### config.mk
export PLATFORM = sky130hd
export DESIGN_NAME = trap_ctrl
export DESIGN_NICKNAME = d
export VERILOG_FILES = /design/src/rtl/trap_ctrl.sv
export SDC_FILE = /design/constraint.sdc
export NUM_CORES = 1
export LEC_CHECK = 0
export ABC_CLOCK_PERIOD_IN_PS = 2300
export BUFFER_PORTS_ARGS = -buffer_cell sky130_fd_sc_hd__buf_4
export CORE_AREA = 2 2 291 293
export CTS_CLUSTER_DIAMETER = 100
export DETAILED_ROUTE_END_ITERATION = 6
export DIE_AREA = 0 0 293 295
export GPL_TIMING_DRIVEN = 0
export HOLD_SLACK_MARGIN = 0.1
export SKIP_CTS_REPAIR_TIMING = 1
export SYNTH_ARGS = -nofsm -noshare
export SYNTH_HDL_FRONTEND = slang
export SYNTH_SLANG_ARGS = --single-unit
### constraint.sdc
create_clock -name clk -period 2.3 [get_ports clk]
set_input_delay 0.575 -clock clk [delete_from_list [all_inputs] [get_ports clk]]
set_output_delay 0.575 -clock clk [all_outputs]
set_load 0.005 [all_outputs]
### src/rtl/trap_ctrl.sv
// Machine-mode trap controller: arbitrates exceptions/interrupts/mret, sequences CSR writes, redirects fetch.
// Optional TRAP_VECTORED_EN: vectored interrupt dispatch when mtvec mode is 01.
module trap_ctrl #(
  parameter int unsigned XLEN   = 64,
  parameter int unsigned INST_W = 32
) (
  input  logic            clk,
  input  logic            rst_n,
  input  logic [XLEN-1:0] pc_i,
  input  logic [INST_W-1:0] inst_i,
  input  logic            jump_i,
  input  logic [XLEN-1:0] jump_pc_i,
  input  logic [3:0]      expt_info_i,
  input  logic [2:0]      irq_i,
  input  logic [XLEN-1:0] csr_mstatus_i,
  input  logic [XLEN-1:0] csr_mie_i,
  input  logic [XLEN-1:0] csr_mtvec_i,
  input  logic [XLEN-1:0] csr_mepc_i,
  output logic [XLEN-1:0] trap_addr_o,
  output logic            trap_valid_o,
  output logic            trap_hold_o,
  output logic            mepc_wen_o,
  output logic [XLEN-1:0] mepc_wdata_o,
  output logic            mcause_wen_o,
  output logic [XLEN-1:0] mcause_wdata_o,
  output logic            mtval_wen_o,
  output logic [XLEN-1:0] mtval_wdata_o,
  output logic            mstatus_wen_o,
  output logic [XLEN-1:0] mstatus_wdata_o
);

  typedef enum logic [1:0] {
    IDLE,
    TRAP,
    MRET
  } state_t;

  state_t state;

  logic [XLEN-1:0] cap_cause;
  logic [XLEN-1:0] cap_mepc;
  logic [XLEN-1:0] cap_mtval;

  logic            illegal, ecall, ebreak, mret;
  logic            int_mei, int_msi, int_mti;
  logic            evt_trap, evt_irq, evt_mret;
  logic [XLEN-1:0] evt_cause;
  logic            accept;
  logic [XLEN-1:0] mtvec_base;
  logic [XLEN-1:0] vec_addr;
  logic [XLEN-1:0] mstatus_trap;
  logic [XLEN-1:0] mstatus_mret;
  logic            unused_bits;

  assign {illegal, ecall, ebreak, mret} = expt_info_i;

  assign int_mei = csr_mstatus_i[3] & csr_mie_i[11] & irq_i[2];
  assign int_msi = csr_mstatus_i[3] & csr_mie_i[3]  & irq_i[1];
  assign int_mti = csr_mstatus_i[3] & csr_mie_i[7]  & irq_i[0];

  always_comb begin
    evt_trap  = 1'b1;
    evt_irq   = 1'b0;
    evt_cause = '0;
    if (illegal) begin
      evt_cause = XLEN'(2);
    end else if (ecall) begin
      evt_cause = XLEN'(11);
    end else if (ebreak) begin
      evt_cause = XLEN'(3);
    end else if (int_mei) begin
      evt_irq   = 1'b1;
      evt_cause = {1'b1, {(XLEN-5){1'b0}}, 4'd11};
    end else if (int_msi) begin
      evt_irq   = 1'b1;
      evt_cause = {1'b1, {(XLEN-5){1'b0}}, 4'd3};
    end else if (int_mti) begin
      evt_irq   = 1'b1;
      evt_cause = {1'b1, {(XLEN-5){1'b0}}, 4'd7};
    end else begin
      evt_trap  = 1'b0;
    end
  end

  assign evt_mret = mret & ~evt_trap;

  // The cycle the previous redirect is presented is not an arbitration slot,
  // which spaces successive traps at least three cycles apart.
  assign accept = (state == IDLE) & ~trap_valid_o;

  assign trap_hold_o = (state != IDLE) | evt_trap | mret;

  assign mtvec_base = {csr_mtvec_i[XLEN-1:2], 2'b00};

`ifdef TRAP_VECTORED_EN
  always_comb begin
    vec_addr = mtvec_base;
    if (cap_cause[XLEN-1] && (csr_mtvec_i[1:0] == 2'b01))
      vec_addr = mtvec_base + {{(XLEN-6){1'b0}}, cap_cause[3:0], 2'b00};
  end
`else
  assign vec_addr = mtvec_base;
`endif

  always_comb begin
    mstatus_trap        = csr_mstatus_i;
    mstatus_trap[7]     = csr_mstatus_i[3];
    mstatus_trap[3]     = 1'b0;
    mstatus_trap[12:11] = 2'b11;
  end

  always_comb begin
    mstatus_mret        = csr_mstatus_i;
    mstatus_mret[3]     = csr_mstatus_i[7];
    mstatus_mret[7]     = 1'b1;
    mstatus_mret[12:11] = 2'b11;
  end

  assign unused_bits = ^{csr_mie_i, csr_mtvec_i[1:0], cap_cause[XLEN-2:4]};

  always_ff @(posedge clk or negedge rst_n) begin
    if (!rst_n) begin
      state           <= IDLE;
      cap_cause       <= '0;
      cap_mepc        <= '0;
      cap_mtval       <= '0;
      trap_addr_o     <= '0;
      trap_valid_o    <= 1'b0;
      mepc_wen_o      <= 1'b0;
      mepc_wdata_o    <= '0;
      mcause_wen_o    <= 1'b0;
      mcause_wdata_o  <= '0;
      mtval_wen_o     <= 1'b0;
      mtval_wdata_o   <= '0;
      mstatus_wen_o   <= 1'b0;
      mstatus_wdata_o <= '0;
    end else begin
      trap_addr_o     <= '0;
      trap_valid_o    <= 1'b0;
      mepc_wen_o      <= 1'b0;
      mepc_wdata_o    <= '0;
      mcause_wen_o    <= 1'b0;
      mcause_wdata_o  <= '0;
      mtval_wen_o     <= 1'b0;
      mtval_wdata_o   <= '0;
      mstatus_wen_o   <= 1'b0;
      mstatus_wdata_o <= '0;
      case (state)
        IDLE: begin
          if (accept && evt_trap) begin
            state     <= TRAP;
            cap_cause <= evt_cause;
            cap_mepc  <= (evt_irq && jump_i) ? jump_pc_i : pc_i;
            cap_mtval <= illegal ? {{(XLEN-INST_W){1'b0}}, inst_i} : '0;
          end else if (accept && evt_mret) begin
            state <= MRET;
          end
        end
        TRAP: begin
          state           <= IDLE;
          trap_valid_o    <= 1'b1;
          trap_addr_o     <= vec_addr;
          mepc_wen_o      <= 1'b1;
          mepc_wdata_o    <= cap_mepc;
          mcause_wen_o    <= 1'b1;
          mcause_wdata_o  <= cap_cause;
          mtval_wen_o     <= 1'b1;
          mtval_wdata_o   <= cap_mtval;
          mstatus_wen_o   <= 1'b1;
          mstatus_wdata_o <= mstatus_trap;
        end
        MRET: begin
          state           <= IDLE;
          trap_valid_o    <= 1'b1;
          trap_addr_o     <= csr_mepc_i;
          mstatus_wen_o   <= 1'b1;
          mstatus_wdata_o <= mstatus_mret;
        end
        default: state <= IDLE;
      endcase
    end
  end

endmodule

==> results by group, run 1 <==
Synthesis
  • Yosys reg bits: 332
  • Synth top area share: 60.9%
  • Area leader, netlist: dfrtp_1
  • Top cells by area, synth: dfrtp_1, and2_1, mux2_4
  • Number of distinct library cells after synthesis: 35
  • Mapped Area: 13600 µm²
  • Syn. warnings: 0
  • Syn avg cell area: 13.5 µm²
  • Cell count after synthesis: 1007
  • Register area share after synthesis: 60.9%

STA
  • Final setup vio count: 0
  • FMAX: 0.445 GHz
  • RSZ-0062 raised after global routing: true
  • Max transition margin: 37.1%
  • Slew Limit Fails: 0
  • Fin crit share: 97.8%
  • Setup Skew: 8.13 ps
  • Endpoints failing hold: 0
  • Worst slew pin tran: 944 ps
  • Minimum clock period: 2250 ps
  • Slack of the critical path: 50.7 ps
  • Worst hold slack: 230 ps

Power and ir drop
  • PwrDens: 1130 nW/µm²
  • Clock network power share: 26.2%
  • Worst ir drop on vdd: 0.513 mV
  • P_int: 16.4 mW
  • Leakage: 11.0 nW
  • Switching pwr: 7.52 mW
  • Part of the power in registers: 36.9%
  • Comb power frac: 36.9%
  • Sw Share: 31.4%

Setup path
  • R2R Path End: trap_addr_o[29]
  • R2R Path Start: state[0]
  • Worst setup EP type: flip-flop
  • Slowest stage cell on the critical path: clkbuf_1
  • CP startpoint kind: flip-flop
  • Critical Path RT: 2700 ps
  • CP Launch Point: state[0]
  • Arr. time, crit path: 2650 ps
  • Setup crit end: trap_addr_o[29]
  • Reg2reg setup slack: 50 ps
  • CP peak stage delay: 470 ps
  • Reg2reg path depth: 6
  • CP Class: flip-flop to flip-flop
  • CP Cell Sequence: inv_1 > ha_1 > clkbuf_1 > clkbuf_2 > a22oi_1 > nor2b_1
  • Crit Path Max Fanout: 10

Route
  • Post-DR vias/cell: 3.50
  • Vias: 9977
  • Drt drc: 0
  • Final ANT Viol Nets: 0
  • 1st-pass router iterations: 4
  • Post-Route WL: 47300 µm
  • Starting DRC count in detailed routing: 239
  • Routed len/inst: 16.6 µm

Die
  • Die height: 295 µm
  • Die ar.: 86400 µm²
  • Starting Density: 16.4%
  • Top Ports: 752
  • # rows: 106
  • Die width: 293 µm
  • Core area: 83200 µm²

Global routing
  • Vias in the first global route: 10216
  • Initial antenna violation count: 9
  • Largest net degree at the start of global routing: 109
  • Grt total ovfl: 0
  • First-pass GRT wire length: 65800 µm
  • Gr usage total: 10.3%

Placement
  • I/O Buffers: 595
  • Dpl hpwl: 37400 µm
  • Place WS: -1520 ps
  • Placed inst area: 19900 µm²
  • Routability cong.: 0.806

Clock network
  • Clock latency on the worst-skew pair: 550 ps
  • Clk buf depth: 3
  • Root Driver: clkbuf_16
  • Cts bufs inserted: 39
  • Clk pin slew, worst setup/hold paths: 60 ps
  • # clock sinks: 332
  • H-tree levels: 2
  • CTS tree: built

Worst hold path
  • Type of the worst min-delay path: primary input to flip-flop
  • Hold path start: csr_mstatus_i[16]

Cells and area
  • Final net count: 2167
  • Final Util: 25.6%
  • Area Growth Syn to Fin: 56.1%
  • Fin area: 21300 µm²
  • Fillers: 8740
  • Share of post-route cells with drive strength above 1: 52.1%

Outcome
  • Outcome: finished, final reports clean

Run
  • Max cap viols: 0
-- layer usage --
metal | up-vias | global-route usage [%] | share of wire [%]
met3 | 77 | 2.44 | 7.6
met2 | 453 | 18.5 | 50
met1 | 4783 | 11.7 | 38
met5 | - | 0 | 0.040
met4 | 2 | 4.73 | 4.0
li1 | 4662 | - | -
-- kinds of logic after synthesis --
logic type	after synthesis	share of synthesized area, %
other	1	0.0275
AOI/OAI and AO/OA	111	6.10
adders and majority gates	3	0.275
muxes	128	12.2
buffers and inverters	162	8.03
DFF	332	60.9
and+or+nand+nor	270	12.4
-- critical path, delay by kind of cell, from the launching register on --
| kind | cells | cell delay [ps] |
|---|---|---|
| AOI/OAI and AO/OA | 1 | 120 |
| adders and majority gates | 1 | 220 |
| buffers and inverters | 3 | 960 |
| DFF | 1 | 410 |
| and+or+nand+nor | 1 | 370 |
-- cells in the mapped netlist (all sizes together) --
cell	count
a32o	1
a21oi	2
and4b	1
clkbuf	40
a22o	1
nor2b	63
o21ai	2
a41oi	1
conb	1
a2bb2oi	1
a31oi	1
o22a	1
dfrtp	332
mux2	128
a22oi	62
ha	3
nand4	1
buf	118
nor2	2
nand2b	3
a222oi	1
and3	33
inv	4
or2	1
a21o	35
nor3	2
a21boi	1
and2	164
o21a	2
-- flip-flops by register name (all words and copies together) (netlist names) --
register	flops
cap_mepc	64
mepc_wdata_o	64
trap_addr_o	64
mstatus_wdata_o	63
cap_mtval	32
mtval_wdata_o	32
cap_cause	5
mcause_wdata_o	5
state	2
mtval_wen_o	1
-- metrics by stage --
stage / power, mW / cells / TNS (ps)
after floorplan: 12.9 / 1097 / 0
after global placement: 17.8 / 2772 / -1016520
after detailed placement: 18.0 / 2775 / -157270
after CTS: 24.5 / 2845 / -118300
after global routing: 25.5 / 2849 / -26.9
final: 24.0 / 2853 / 0
-- power by group through the flow --
stage	Sequential, mW	Clock [mW]	Combinational (mW)
after floorplan	8.93	0	3.96
after global placement	8.87	0	8.93
after detailed placement	8.94	0	9.04
after CTS	8.85	6.55	9.06
after global routing	9.08	6.79	9.68
final	8.84	6.29	8.83
-- layout by cell type, fill, tap and decap left out, types with 7 or more instances in the layout --
| master | n |
|---|---|
| dfrtp_1 | 332 |
| clkbuf_2 | 8 |
| clkbuf_16 | 40 |
| clkbuf_1 | 33 |
| buf_4 | 691 |
| mux2_2 | 64 |
| mux2_4 | 60 |
| clkbuf_8 | 11 |
| and3_1 | 33 |
| a22oi_1 | 62 |
| buf_12 | 7 |
| and2_1 | 164 |
| a21o_1 | 35 |
| conb_1 | 91 |
| clkinv_2 | 7 |
| nor2b_1 | 62 |
-- worst min-delay path by stage --
stage                               end  slack [ps]  depth (start not counted)
floorplan                  cap_cause[0]         280                          0
global placement           cap_cause[1]         440                          1
detailed placement         cap_cause[1]         450                          1
CTS                    mepc_wdata_o[39]        -120                          1
global route        mstatus_wdata_o[33]         200                          2
finish              mstatus_wdata_o[16]         230                          2
-- final cells by class --
cell class,instances,area (µm²),share of cell area (%)
Clock inverter,15,150,0.705
Clock buffer,55,1170,5.48
Tap cell,1080,1350,6.35
Sequential cell,332,8310,39.0
Timing Repair Buffer,600,4570,21.5
Inverter,4,15.0,0.0705
Antenna cell,6,15.0,0.0705
Multi-Input combinational cell,603,4590,21.6
Buffer,158,1110,5.24
(Power assumes the default switching activity.)
==> run 2, diff against run 1 <==
- CTS_BUF_LIST: not set -> sky130_fd_sc_hd__clkbuf_4 sky130_fd_sc_hd__clkbuf_8 sky130_fd_sc_hd__clkbuf_16
==> results by group, run 2 (synthesis results as in run 1) <==
STA
  • Final setup vio count: 0 (unchanged)
  • Minimum clock period: 2240 ps (-6.03 ps)
  • Setup Skew: 9.31 ps (+1.18 ps)
  • Fin crit share: 97.5% (-0.26 points)
  • Max transition margin: 37.1% (+0.046 points)
  • Endpoints failing hold: 0 (unchanged)
  • FMAX: 0.446 GHz (+0.27%)
  • Worst slew pin tran: 943 ps (-0.692 ps)
  • Worst hold slack: 231 ps (+0.863 ps)
  • Setup_tns: 0 ps (unchanged)
  • Slew Limit Fails: 0 (unchanged)
  • RSZ-0062 raised after global routing: true

Worst hold path
  • Hold path start: csr_mstatus_i[21]
  • Hold Path Cell Cnt: 2 (unchanged)
  • Type of the worst min-delay path: primary input to flip-flop
  • Hold EP: mstatus_wdata_o[21]

Global routing
  • Vias in the first global route: 10240 (+0.23%)
  • First-pass GRT wire length: 65800 µm (-0.14%)
  • Largest net degree at the start of global routing: 109 (unchanged)
  • Grt total ovfl: 0 (unchanged)
  • Gr usage total: 10.3% (-0.018 points)
  • Initial antenna violation count: 9 (unchanged)

Placement
  • Dpl hpwl: 37400 µm (unchanged)
  • Routability cong.: 0.806 (unchanged)
  • Placed Instances: 2775 (unchanged)
  • Placed inst area: 19900 µm² (unchanged)
  • I/O Buffers: 595 (unchanged)

Cells and area
  • Fin area: 21300 µm² (about the same)
  • Share of post-route cells with drive strength above 1: 52.3% (+0.23 points)
  • Area Growth Syn to Fin: 56.2% (about the same)
  • Final Util: 25.6% (about the same)
  • Fin cells: 2854 (+0.035%)
  • Most frequent cells in the layout: buf_4, dfrtp_1, and2_1, conb_1, mux2_2
  • Final net count: 2167 (unchanged)
  • Most common cell after layout, fill and taps aside: buf_4
  • Largest regs: cap_mepc (64), mepc_wdata_o (64), trap_addr_o (64)
  • Fillers: 8736 (-0.046%)

Clock network
  • Clock latency on the worst-skew pair: 550 ps (about the same)
  • # clock sinks: 332 (unchanged)
  • Clk buf depth: 3 (unchanged)
  • H-tree levels: 2 (unchanged)
  • CTS tree: built
  • Clk pin slew, worst setup/hold paths: 60 ps (about the same)
  • Root Driver: clkbuf_16
  • Cts bufs inserted: 39 (unchanged)

Die
  • Starting Density: 16.4% (unchanged)
  • Die height: 295 µm (unchanged)
  • Die ar.: 86400 µm² (unchanged)
  • Die width: 293 µm (unchanged)
  • # rows: 106 (unchanged)
  • Core area: 83200 µm² (unchanged)
  • Top Ports: 752 (unchanged)

Power and ir drop
  • Switching pwr: 7.53 mW (+0.19%)
  • Sw Share: 31.4% (about the same)
  • Comb power frac: 36.8% (about the same)
  • PwrDens: 1130 nW/µm² (+0.17%)
  • Leakage: 11.0 nW (+0.12%)
  • Clock network power share: 26.4% (+0.2 points)
  • P_int: 16.5 mW (+0.29%)
  • Worst ir drop on vdd: 0.513 mV (about the same)
  • Part of the power in registers: 36.8% (about the same)

Route
  • Post-Route WL: 47300 µm (about the same)
  • Starting DRC count in detailed routing: 268 (+12%)
  • Vias: 9964 (-0.13%)
  • Drt drc: 0 (unchanged)
  • Routed len/inst: 16.6 µm (about the same)
  • 1st-pass router iterations: 4 (unchanged)
  • Final ANT Viol Nets: 0 (unchanged)
  • Post-DR vias/cell: 3.49 (-0.17%)

Setup path
  • Worst path buffer plus inverter count: 3 (unchanged)
  • CP Class: flip-flop to flip-flop
  • Critical Path RT: 2700 ps (about the same)
  • Crit-path leading delay family: buffers and inverters
  • Slowest stage cell on the critical path: clkbuf_1
  • Crit Path Max Fanout: 10 (unchanged)
  • CP peak stage delay: 470 ps (about the same)
  • R2R Path Start: state[0]
  • R2R Path End: trap_addr_o[29]
  • CP Cell Sequence: inv_1 > ha_1 > clkbuf_1 > clkbuf_2 > a22oi_1 > nor2b_1
  • Worst setup EP type: flip-flop
  • Reg2reg setup slack: 60 ps (about the same)
  • Reg2reg path depth: 6 (unchanged)
  • Arr. time, crit path: 2640 ps (about the same)
  • CP startpoint kind: flip-flop

Run
  • Max cap viols: 0 (unchanged)

Outcome
  • Outcome: finished, final reports clean
==> run 2: changes by cell type in the layout (fill, tap and decap cells not counted), sizes merged <==
cell	change
diode	+1
==> run 2: layout make-up <==
type                    count  area, µm²  share of cell area (%)
clock inverters            15        150                   0.705
diodes                      7       17.5                  0.0822
plain buffers             158       1110                    5.23
repair buffers            600       4570                    21.5
clock buffers              55       1180                    5.55
inverters                   4       15.0                  0.0705
multi-input cells         603       4590                    21.6
well taps                1080       1350                    6.34
flip-flops and latches    332       8310                    39.0
==> run 2: per-stage QoR <==
stage	setup slack [ps]	power, mW
2_1_floorplan	199	12.9
3_3_place_gp	-2750	17.8
3_5_place_dp	-1520	18.0
4_1_cts	-1540	24.5
5_1_grt	-26.9	25.6
6_report	56.7	24.0
==> run 2: routing by layer <==
metal / vias to the layer above / global-route usage, % / share of wire, %
met5: - / 0 / 0.040
li1: 4658 / - / -
met1: 4775 / 11.7 / 38
met3: 73 / 2.41 / 7.6
met4: 2 / 4.80 / 4.0
met2: 456 / 18.4 / 50
==> run 2: how the worst max path moves through the flow <==
stage                    from         endpoint  slack [ps]  depth (start not counted)
4_1_cts              state[1]  mepc_wdata_o[0]       -1540                          6
5_1_grt          csr_mie_i[7]      trap_hold_o         -30                          5
3_3_place_gp            rst_n    cap_mtval[12]       -2750                          1
3_5_place_dp         state[1]  mepc_wdata_o[0]       -1520                          6
6_report             state[0]  trap_addr_o[29]          60                          6
2_1_floorplan  expt_info_i[1]     cap_mepc[10]         200                          6
==> run 2: power groups by stage <==
stage	clock network, mW	logic, mW	registers [mW]
after floorplan	0	3.96	8.93
after global placement	0	8.93	8.87
after detailed placement	0	9.04	8.94
after CTS	6.60	9.06	8.85
after global routing	6.83	9.68	9.08
final	6.34	8.84	8.84
==> run 3, diff against run 2 <==
- MAX_ROUTING_LAYER: not set -> met4
==> results by group, run 3 (synthesis results as in run 1) <==
Die
  • Die width: 293 µm (unchanged)
  • Die ar.: 86400 µm² (unchanged)
  • Top Ports: 752 (unchanged)
  • # rows: 106 (unchanged)
  • Core area: 83200 µm² (unchanged)
  • Die height: 295 µm (unchanged)
  • Starting Density: 16.4% (unchanged)

STA
  • FMAX: 0.448 GHz (+0.43%)
  • RSZ-0062 raised after global routing: true
  • Slew Limit Fails: 0 (unchanged)
  • Setup Skew: 10.3 ps (+0.973 ps)
  • Max transition margin: 37.3% (+0.15 points)
  • Fin crit share: 97.1% (-0.42 points)
  • Slack of the critical path: 66.3 ps (+9.62 ps)
  • Worst hold slack: 231 ps (+0.470 ps)
  • Worst slew pin tran: 941 ps (-2.29 ps)
  • Endpoints failing hold: 0 (unchanged)
  • Final setup vio count: 0 (unchanged)
  • Minimum clock period: 2230 ps (-9.62 ps)

Global routing
  • Vias in the first global route: 10242 (+0.020%)
  • Gr usage total: 10.6% (+0.32 points)
  • Grt total ovfl: 0 (unchanged)
  • First-pass GRT wire length: 65800 µm (about the same)
  • Initial antenna violation count: 9 (unchanged)
  • Largest net degree at the start of global routing: 109 (unchanged)

Setup path
  • CP Launch Point: csr_mie_i[7]
  • Slowest stage cell on the critical path: a222oi_1
  • CP peak stage delay: 400 ps (-70 ps)
  • Worst setup EP type: output port
  • Reg2reg setup slack: 70 ps (about the same)
  • Reg2reg path depth: 6 (unchanged)
  • Crit Path Max Fanout: 4 (-6)
  • Critical Path RT: 1730 ps (-970 ps)
  • Worst path depth: 5 (-1)
  • Crit-path leading delay family: compound AO/OA/AOI/OAI gates
  • R2R Path Start: state[0]
  • Worst path buffer plus inverter count: 2 (-1)
  • R2R Path End: trap_addr_o[29]
  • CP Cell Sequence: buf_4 > a222oi_1 > nand2b_4 > nand4_1 > buf_4
  • CP Class: primary input to output port
  • Most frequent CP cell: buf_4
  • CP startpoint kind: primary input
  • Setup crit end: trap_hold_o
  • Arr. time, crit path: 1660 ps (-980 ps)

Clock network
  • Clk buf depth: 3 (unchanged)
  • Clock latency on the worst-skew pair: 550 ps (about the same)
  • # clock sinks: 332 (unchanged)
  • H-tree levels: 2 (unchanged)
  • Clk pin slew, worst setup/hold paths: 60 ps (about the same)
  • CTS tree: built
  • Cts bufs inserted: 39 (unchanged)
  • Root Driver: clkbuf_16

Placement
  • Place WS: -1520 ps (unchanged)
  • Routability cong.: 0.818 (+1.5%)
  • I/O Buffers: 595 (unchanged)
  • Dpl hpwl: 37400 µm (unchanged)
  • Placed inst area: 19900 µm² (unchanged)

Route
  • Final ANT Viol Nets: 0 (unchanged)
  • Routed len/inst: 16.5 µm (-0.18%)
  • Post-DR vias/cell: 3.49 (about the same)
  • Starting DRC count in detailed routing: 263 (-1.9%)
  • 1st-pass router iterations: 4 (unchanged)
  • Post-Route WL: 47200 µm (-0.14%)
  • Vias: 9961 (-0.030%)
  • Drt drc: 0 (unchanged)

Outcome
  • Outcome: finished, final reports clean

Power and ir drop
  • PwrDens: 1130 nW/µm² (about the same)
  • P_int: 16.5 mW (about the same)
  • Leakage: 11.0 nW (unchanged)
  • PnR Total Power: 24.0 mW (about the same)
  • Clock network power share: 26.4% (about the same)
  • Comb power frac: 36.8% (about the same)
  • Sw Share: 31.3% (-0.044 points)
  • Part of the power in registers: 36.8% (about the same)
  • Worst ir drop on vdd: 0.511 mV (-0.47%)
  • Switching pwr: 7.52 mW (-0.21%)

Cells and area
  • Area occupied by multi-input gates: 4590 µm² (unchanged)
  • Area Growth Syn to Fin: 56.3% (about the same)
  • Fillers: 8737 (+0.011%)
  • Largest regs: cap_mepc (64), mepc_wdata_o (64), trap_addr_o (64)
  • Final net count: 2167 (unchanged)
  • Most common cell after layout, fill and taps aside: buf_4
  • Fin area: 21300 µm² (about the same)
  • Final Util: 25.6% (about the same)
  • Most frequent cells in the layout: buf_4, dfrtp_1, and2_1, conb_1, mux2_2
  • Register area: 8310 µm² (unchanged)
  • Share of post-route cells with drive strength above 1: 52.3% (unchanged)

Run
  • Max cap viols: 0 (unchanged)

Worst hold path
  • Type of the worst min-delay path: primary input to flip-flop
[run 3: changes by cell type in the layout (fill, tap and decap cells not counted), sizes merged]
cell | previous run | this run
diode | 7 | 8
[run 3: cell type report]
cell class                 instances  area share [%]
buffer                           158            5.23
clock buffer                      55            5.55
inverter                           4          0.0705
tap                             1080            6.34
sequential                       332            39.0
multi-input combinational        603            21.6
clock inverter                    15           0.705
antenna                            8          0.0939
timing repair buffer             600            21.5
[run 3: power groups by stage]
stage	registers [mW]	logic, mW	clock network, mW
after CTS	8.85	9.06	6.60
after global routing	9.08	9.68	6.83
after detailed placement	8.94	9.04	0
after global placement	8.87	8.93	0
after floorplan	8.93	3.96	0
final	8.83	8.83	6.34
[run 3: stage by stage]
step / setup TNS [ps] / instances
2_1_floorplan: 0 / 1097
4_1_cts: -118250 / 2845
3_5_place_dp: -157270 / 2775
5_1_grt: -26.9 / 2851
6_report: 0 / 2855
3_3_place_gp: -1016520 / 2772
[run 3: routing by layer]
layer / global-route usage, % / up-vias / part of all wire (%)
met2: 18.4 / 454 / 50
li1: - / 4661 / -
met3: 2.61 / 74 / 7.8
met1: 11.6 / 4772 / 38
met5: - / - / 0
met4: 4.80 / 0 / 3.9
[run 3: how the worst min path moves through the flow]
stage	to	from	cells past startpoint	slack, ps
floorplan	cap_cause[0]	rst_n	0	280
global placement	cap_cause[1]	cap_cause[1]	1	440
detailed placement	cap_cause[1]	cap_cause[1]	1	450
CTS	mepc_wdata_o[39]	rst_n	1	-120
global route	mstatus_wdata_o[33]	csr_mstatus_i[33]	2	200
finish	mstatus_wdata_o[21]	csr_mstatus_i[21]	2	230
